<file path="src/rtl/seg_scan_capture.sv">
// rtl/seg_scan_capture.sv - decode a multiplexed 4-digit seven-segment scan bus into a confirmed 16-bit word
module seg_scan_capture #(
    parameter int SETTLE  = 4,
    parameter int CONFIRM = 2
) (
    input  logic        clk,
    input  logic        rst,
    input  logic [3:0]  pos,
    input  logic [7:0]  seg,
    output logic [15:0] data_out,
    output logic        data_valid,
    output logic        frame_err,
    output logic        locked
);
    localparam int CW = $clog2(SETTLE + 2);
    localparam int MW = $clog2(CONFIRM + 1);
    localparam logic [CW-1:0] CNT_FIRE  = CW'(SETTLE);
    localparam logic [CW-1:0] CNT_MAX   = CW'(SETTLE + 1);
    localparam logic [MW-1:0] MATCH_MAX = MW'(CONFIRM);

    typedef enum logic [1:0] {S_IDLE, S_FILL, S_CHECK} state_t;

    state_t      state_q, state_d;
    logic [3:0]  pos_s1_q, pos_s2_q;
    logic [6:0]  seg_s1_q, seg_s2_q;
    logic [CW-1:0] cnt_q, cnt_d;
    logic [3:0]  slot_q [4];
    logic [3:0]  mask_q, mask_d, base_mask;
    logic [15:0] cand_q, data_out_q, word;
    logic [MW-1:0] match_q, match_d;
    logic        data_valid_q, frame_err_q, locked_q;

    logic        changed, sel_valid, fire, dig_valid, reslot, write_en, err;
    logic        do_check, frame_open, confirmed, new_word;
    logic [1:0]  sel_idx;
    logic [3:0]  sel_bit, dig_code;
    logic        unused_dp;

    assign unused_dp = seg[7];

    always_comb begin
        sel_valid = 1'b1;
        sel_idx   = 2'd0;
        case (pos_s2_q)
            4'b0111: sel_idx = 2'd3;
            4'b1011: sel_idx = 2'd2;
            4'b1101: sel_idx = 2'd1;
            4'b1110: sel_idx = 2'd0;
            default: sel_valid = 1'b0;
        endcase
    end

    assign sel_bit = 4'b0001 << sel_idx;

    always_comb begin
        dig_valid = 1'b1;
        dig_code  = 4'd0;
        case (~seg_s2_q)
            7'h3F:   dig_code = 4'd0;
            7'h06:   dig_code = 4'd1;
            7'h5B:   dig_code = 4'd2;
            7'h4F:   dig_code = 4'd3;
            7'h66:   dig_code = 4'd4;
            7'h6D:   dig_code = 4'd5;
            7'h7D:   dig_code = 4'd6;
            7'h07:   dig_code = 4'd7;
            7'h7F:   dig_code = 4'd8;
            7'h6F:   dig_code = 4'd9;
            7'h40:   dig_code = 4'd10;
            default: dig_valid = 1'b0;
        endcase
    end

    // s1 vs s2 exposes a change one cycle before s2 takes it, so a dwell must last SETTLE+2 pin cycles
    assign changed = (pos_s1_q != pos_s2_q) || (seg_s1_q != seg_s2_q);
    assign fire    = sel_valid && !changed && (cnt_q == CNT_FIRE);

    always_comb begin
        cnt_d = cnt_q;
        if (changed || !sel_valid) begin
            cnt_d = '0;
        end else if (cnt_q != CNT_MAX) begin
            cnt_d = cnt_q + 1'b1;
        end
    end

    assign base_mask = frame_open ? mask_q : 4'h0;
    assign reslot    = |(base_mask & sel_bit);
    assign write_en  = fire && dig_valid;
    assign err       = fire && (!dig_valid || reslot);

    always_comb begin
        mask_d = base_mask;
        if (err) begin
            mask_d = 4'h0;
        end
        if (write_en) begin
            mask_d = mask_d | sel_bit;
        end
    end

    always_ff @(posedge clk) begin
        if (rst) begin
            state_q <= S_IDLE;
        end else begin
            state_q <= state_d;
        end
    end

    always_comb begin
        state_d = state_q;
        if (err) begin
            state_d = write_en ? S_FILL : S_IDLE;
        end else if (write_en) begin
            state_d = (mask_d == 4'hF) ? S_CHECK : S_FILL;
        end else if (state_q == S_CHECK) begin
            state_d = S_IDLE;
        end
    end

    always_comb begin
        do_check   = 1'b0;
        frame_open = 1'b1;
        case (state_q)
            S_CHECK: begin
                do_check   = 1'b1;
                frame_open = 1'b0;
            end
            default: ;
        endcase
    end

    assign word     = {slot_q[3], slot_q[2], slot_q[1], slot_q[0]};
    assign new_word = (word != data_out_q);

    always_comb begin
        if (word == cand_q) begin
            match_d = (match_q == MATCH_MAX) ? match_q : match_q + 1'b1;
        end else begin
            match_d = MW'(1);
        end
    end

    assign confirmed = (match_d == MATCH_MAX);

    always_ff @(posedge clk) begin
        if (rst) begin
            pos_s1_q     <= '0;
            pos_s2_q     <= '0;
            seg_s1_q     <= '0;
            seg_s2_q     <= '0;
            cnt_q        <= '0;
            mask_q       <= '0;
            cand_q       <= '0;
            match_q      <= '0;
            data_out_q   <= '0;
            data_valid_q <= 1'b0;
            frame_err_q  <= 1'b0;
            locked_q     <= 1'b0;
            for (int i = 0; i < 4; i++) begin
                slot_q[i] <= '0;
            end
        end else begin
            pos_s1_q     <= pos;
            pos_s2_q     <= pos_s1_q;
            seg_s1_q     <= seg[6:0];
            seg_s2_q     <= seg_s1_q;
            cnt_q        <= cnt_d;
            mask_q       <= mask_d;
            frame_err_q  <= err;
            data_valid_q <= 1'b0;
            if (write_en) begin
                slot_q[sel_idx] <= dig_code;
            end
            if (do_check) begin
                cand_q  <= word;
                match_q <= match_d;
                if (confirmed && new_word) begin
                    data_out_q   <= word;
                    data_valid_q <= 1'b1;
                end
                if (confirmed && !new_word) begin
                    locked_q <= 1'b1;
                end else if (new_word) begin
                    locked_q <= 1'b0;
                end
            end
            // a discarded frame breaks the run of consecutive identical frames
            if (err) begin
                match_q  <= '0;
                locked_q <= 1'b0;
            end
        end
    end

    assign data_out   = data_out_q;
    assign data_valid = data_valid_q;
    assign frame_err  = frame_err_q;
    assign locked     = locked_q;

endmodule
</file>
<file path="config.mk">
export PLATFORM = sky130hd
export DESIGN_NAME = seg_scan_capture
export DESIGN_NICKNAME = d
export VERILOG_FILES = /design/src/rtl/seg_scan_capture.sv
export SDC_FILE = /design/constraint.sdc
export NUM_CORES = 1
export LEC_CHECK = 0
export BUFFER_PORTS_ARGS = -buffer_cell sky130_fd_sc_hd__buf_4
export CAP_MARGIN = 20
export CORE_ASPECT_RATIO = 1.4
export CORE_MARGIN = 3
export CORE_UTILIZATION = 45
export CTS_CLUSTER_SIZE = 16
export DETAILED_ROUTE_END_ITERATION = 7
export PLACE_DENSITY = 0.66
export SYNTH_ARGS = -nofsm -noshare
export SYNTH_HDL_FRONTEND = slang
export SYNTH_SLANG_ARGS = --single-unit
</file>
<file path="constraint.sdc">
create_clock -name clk -period 2.5 [get_ports clk]
set_input_delay 0.5 -clock clk [delete_from_list [all_inputs] [get_ports clk]]
set_output_delay 0.5 -clock clk [all_outputs]
set_load 0.01 [all_outputs]
</file>
# Word level (Yosys, flattened, before mapping)

Memories as Yosys holds them, arrays and structs flattened.
Index checks and enable logic that the tools add are counted.

Flip-flop bits (word level): 68
Bits in latches: 0
Memory bits (writable): 16
ROM bits: 0
Output and inout bits: 19
Memories kept: 1

Add/subtract/negate cells: 2
$mul: 0
Div/mod/pow operators: 0
$lt $le $gt $ge: 0
Equality and inequality tests: 25
Shift operators: 1
Muxes and demuxes: 26
Bitwise logic cells: 4
Reductions and logical operators: 24

Memories:

| name   | depth | bits a word | read ports | clocked after Yosys merged registers in | write ports | line | source |
|---|---|---|---|---|---|---|---|
| slot_q | 4     | 4           | 4          | 0                                       | 4           | 27   | `logic [3:0] slot_q [4];` |

Operators with widths:

| cell                                                | number |
|---|---|
| equality test 7 bit, second input constant          | 8 |
| case mux 4 bit (10 select lines)                    | 1 |
| equality test 16 bit                                | 1 |
| equality test 4 bit, second input constant          | 4 |
| 2-to-1 mux 4 bit                                    | 4 |
| inequality test 16 bit                              | 1 |
| equality test 7 x 3 -> 1 bit, second input constant | 2 |
| 2-to-1 mux 2 bit                                    | 7 |
| 2-to-1 mux 1 bit                                    | 13 |
| OR reduction 4 bit                                  | 3 |
| OR reduction 11 bit                                 | 1 |
| equality test 7 x 6 -> 1 bit, second input constant | 1 |
| inequality test 7 bit                               | 1 |
| inverter 7 bit                                      | 1 |
| equality test 2 bit, second input constant          | 3 |
| logical AND 1 bit                                   | 6 |
| case mux 2 bit (3 select lines)                     | 1 |
| OR reduction 2 bit                                  | 3 |
| AND 4 bit                                           | 1 |
| equality test 4 x 3 -> 1 bit, second input constant | 1 |
| logical NOT 1 bit                                   | 4 |
| inequality test 4 bit                               | 1 |
| OR 4 bit                                            | 1 |
| AND reduction 2 bit                                 | 2 |
| 9 further kinds                                     | 11 |

# Depth between registers and ports, before layout

Depth after elaboration: 14
Depth in mapped cells: 10

# Worst setup path after synthesis

OpenSTA, ideal clock, no wires.

Kind: register to register
Start: register seg_s2_q[6]
End: memory slot_q[3][0], enable pin
Setup time: 0.307 ns
Arrival: 2.008 ns
Path slack: 0.185 ns
Cell stages (with the launch flop): 8
Path buffers: 2
Clock period less this slack: 2.315 ns
Path through: dfxtp_1 > clkbuf_1 > xnor2_1 > nand4_1 > or4_4 > buf_6 > nor4_2 > or2_1

RTL lines:

| item                     | line | source |
|---|---|---|
| start: declaration       | 25   | `logic [6:0] seg_s1_q, seg_s2_q;` |
| start signal: assignment | 167  | `seg_s2_q <= seg_s1_q;` |
| end: declaration         | 27   |  |

==> results.md <==
* Outcome: finished, final reports clean
* Synth area leaders: dfxtp_1 34%, edfxtp_1 12%, xnor2_1 8.6%
* Yosys top cell area share at 34.4%
* Final min period at roughly 2.4 ns
* Min-delay worst type: in -> reg
* Max-slew violations at 0
* Placeable Area at about 8300 sq um
* Min-Delay Endpoint: seg_s1_q[6]$_SDFF_PP0_
* Max IR drop VDD at between 400 and 500 uV
* NetSw at about 0.67 mW
* Max Freq at 425 MHz
* Clk root buf: clkbuf_16
* Top_reg_cell synth: dfxtp_1
* DR WL/cell at 14.5 um
* Synthesized flop and latch total at 84
* First-pass GRT wire length at roughly 14000 um
* Area of the mapped netlist at between 3000 and 4000 sq um
* Setup TNS at 0 ns
* Drt first pass iters at 4
* # placed instances at around 570
* Mapped Nets at approximately 440
* Met3 wire length at 215 um
* Vias in the first global route at 3000
* Met2 wire length at approximately 4800 um
* Routability Congestion at between 0.8 and 0.9
* Later-pin clock latency in the skew report at between 0.3 and 0.4 ns
* Final wirelength at approximately 8600 um
* Metal-1 WL at between 3000 and 4000 um
* Worst Reg-to-Reg Cells at 5
* Max-slew headroom at between 50% and 60%
* Post-synth EDFFs at 16
* Crit. End Element: flip-flop
* # rows at 39
* Seq/Total Area, Yosys at between 40 and 50%
* Drt initial violations at 120
* Count of cell types in the netlist at 56
* Worst Path Arrival at between 2 and 2.5 ns
* Critical path class: reg -> reg
* Area leader, netlist: dfxtp_1
* I/O pin count at 33
* CTS tree: done
* Switching part of the total at 22.7%
* DIE HEIGHT at 117 um
* Asr flop ratio synth at 0%
* Critical-path cell list: nand2_2 -> o211a_1 -> or4_4 -> nor4_2 -> or2_1
* Top layer in use: met4
* Non-Filler Instances at between 500 and 600
* Hold buffers post-CTS at 0
* R2r endpoint: slot_q[3][2]$_DFFE_PP_
* Max-capacitance violation count at 0
* Worst-margin pin slew at about 0.72 ns
* DRC viols at 0
* Total gr overflow at 0
* Fill cells at 740
* Crit path largest cell delay at approximately 0.58 ns
* Layout cells sized above 1 at a little over a fifth
* Crit-path max FO at 6
* Final setup fails at 0
* Fin crit share at between 90% and 100%
* Mapped Cells at approximately 420
* Final Hold Fails at 0
* H-tree depth at 3
* Clock network fraction of total power at between 40% and 50%
* Fin nets at around 500
* Avg Vias per Cell at 5.27
* R2r setup slk at between 0.1 and 0.15 ns
* Fin Hold WS at approximately 0.37 ns
* Die area at 9960 sq um
* Hold depth at 2
* ANT cells at 0
* Final Skew at 0.00800 ns
* Leakage power at about 1.8 nW
* Die X at approximately 85 um
* HP Start: seg[6]
* Most common cell in the synthesized netlist: dfxtp_1
* Cts bufs inserted at 9
* Clock Path Buffers at 2
* Avg Cell Area, Syn at slightly above 9 sq um
* Initial antenna violation count at 0
* Total clock sinks at 84
* Slowest-stage cell, CP: or4_4
* Largest net degree at the start of global routing at 70
* Final ANT Viol Nets at 0
* Via count at ~3100
* Post-DP HPWL at between 6000 and 7000 um
* Power per cell area at around 600 nW/um^2
* CP Launch Type: flip-flop
* P&R area growth vs syn at 22.5%
* Sequential Power Share at roughly 50%
* Worst EP required at 2.53 ns
* Most instantiated cells after synthesis: 68 x dfxtp_1, 46 x nand2_1, 45 x nor2_1
* RSZ-0062 raised after global routing: no
* Pint at about 2.3 mW
* Reg-to-Reg Start: pos_s2_q[0]$_SDFF_PP0_
* Clk slew on worst S/H paths at 0.06 ns
* Syn. warnings at 0
* Gr usage total at a little under a fifth
* Combinational power share at about 6.7%
* PortBufs at 31
* Initial cell density of the core at 47.4%
-- worst max-delay path, delay by kind of cell (launching register included) --
| kind | cells | cell delay [ns] |
|---|---|---|
| and+or+nand+nor | 4 | 1.33 |
| DFF | 1 | 0.47 |
| AOI/OAI and AO/OA | 1 | 0.24 |
-- what timing repair did --
action	4_1_cts	5_1_grt
resized for setup	0	4
pin swaps	1	0
setup endpoints to repair	16	24
setup buffers	3	0
-- power groups by stage --
| stage | Combinational [mW] | Sequential [mW] | Clock (mW) |
|---|---|---|---|
| floorplan | 0.123 | 1.46 | 0 |
| global placement | 0.194 | 1.47 | 0 |
| detailed placement | 0.197 | 1.47 | 0 |
| CTS | 0.198 | 1.44 | 1.34 |
| global route | 0.218 | 1.44 | 1.39 |
| finish | 0.197 | 1.44 | 1.32 |
-- stage by stage --
stage / instance area, sq um / total power [mW] / utilization [%] / setup WS (ns)
2_1_floorplan: 3950 / 1.58 / - / 0.185
3_3_place_gp: 4510 / 1.66 / 54.0 / -0.257
3_5_place_dp: 4510 / 1.66 / 54.0 / -0.334
4_1_cts: 4840 / 2.97 / 58.0 / 0.00615
5_1_grt: 4840 / 3.05 / 58.0 / 0.00831
6_report: 4840 / 2.95 / 58.0 / 0.145
-- sequential cells by signal, summed over array words and instances, names as in the netlist --
register,flops
cand_q,16
cnt_q,3
data_out,16
data_valid,1
frame_err,1
locked,1
mask_q,4
match_q,2
pos_s1_q,4
pos_s2_q,4
seg_s1_q,7
seg_s2_q,7
slot_q,16
state_q,2
-- worst max-delay path by stage --
stage	cells after the start	startpoint	endpoint	slack (ns)
finish	5	pos_s2_q[0]$_SDFF_PP0_	slot_q[3][2]$_DFFE_PP_	0.14
global route	10	slot_q[3][0]$_DFFE_PP_	data_out[11]$_SDFFE_PP0P_	0.008
CTS	7	pos_s2_q[3]$_SDFF_PP0_	slot_q[1][1]$_SDFFCE_PN0P_	0.006
detailed placement	8	slot_q[1][0]$_SDFFCE_PN0P_	data_out[10]$_SDFFE_PP0P_	-0.33
global placement	8	slot_q[2][1]$_SDFFCE_PN0P_	data_out[7]$_SDFFE_PP0P_	-0.26
floorplan	7	seg_s2_q[6]$_SDFF_PP0_	slot_q[3][0]$_DFFE_PP_	0.19
-- layer usage --
layer | vias to the layer above | GRT usage (%)
li1 | 1565 | -
met1 | 1480 | 19.0
met2 | 49 | 35.1
met3 | 16 | 2.31
met4 | 0 | 10.8
met5 | - | 0
-- layout make-up --
class,count,area (sq um),share of cell area (%)
multi-input combinational,303,1960,40.4
sequential,84,1850,38.1
timing repair buffer,73,573,11.8
clock buffer,10,229,4.73
tap,102,128,2.64
clock inverter,6,65.1,1.34
inverter,12,45.0,0.930
-- cells by family after synthesis --
| logic type | after synthesis | synth area share [%] |
|---|---|---|
| XOR/XNOR | 47 | 10.4 |
| adder cells (fa/ha/maj) | 4 | 1.27 |
| AO/OA/AOI/OAI | 52 | 8.39 |
| flip-flops | 84 | 46.6 |
| AND/OR/NAND/NOR | 184 | 25.4 |
| multiplexers | 16 | 4.05 |
| buffers and inverters | 36 | 3.93 |
-- cells in the final DEF, fill, tap and decap left out, types with 2 or more instances in the layout --
master     instances
clkbuf_16          9
and3_1             2
nor2b_1           25
a211oi_1           3
mux2i_1           16
nand4b_1           5
o21ai_0            5
dfxtp_2            4
buf_12             2
edfxtp_1          16
o211ai_1           2
nor3b_1            2
nand2b_1           6
nor3_1             7
nand3_1            5
clkinv_4           2
nor4_1             5
inv_1             11
xnor2_1           39
or2_1              2
o211a_1            2
nand4_1           16
dfxtp_1           64
a21oi_1           29
nor2_1            45
nand3b_1           4
nand2_1           46
or4_4              2
buf_4             71
ha_1               4
clkinv_2           2
xor2_1             8
No activity file was read; power rests on OpenSTA's default activity.
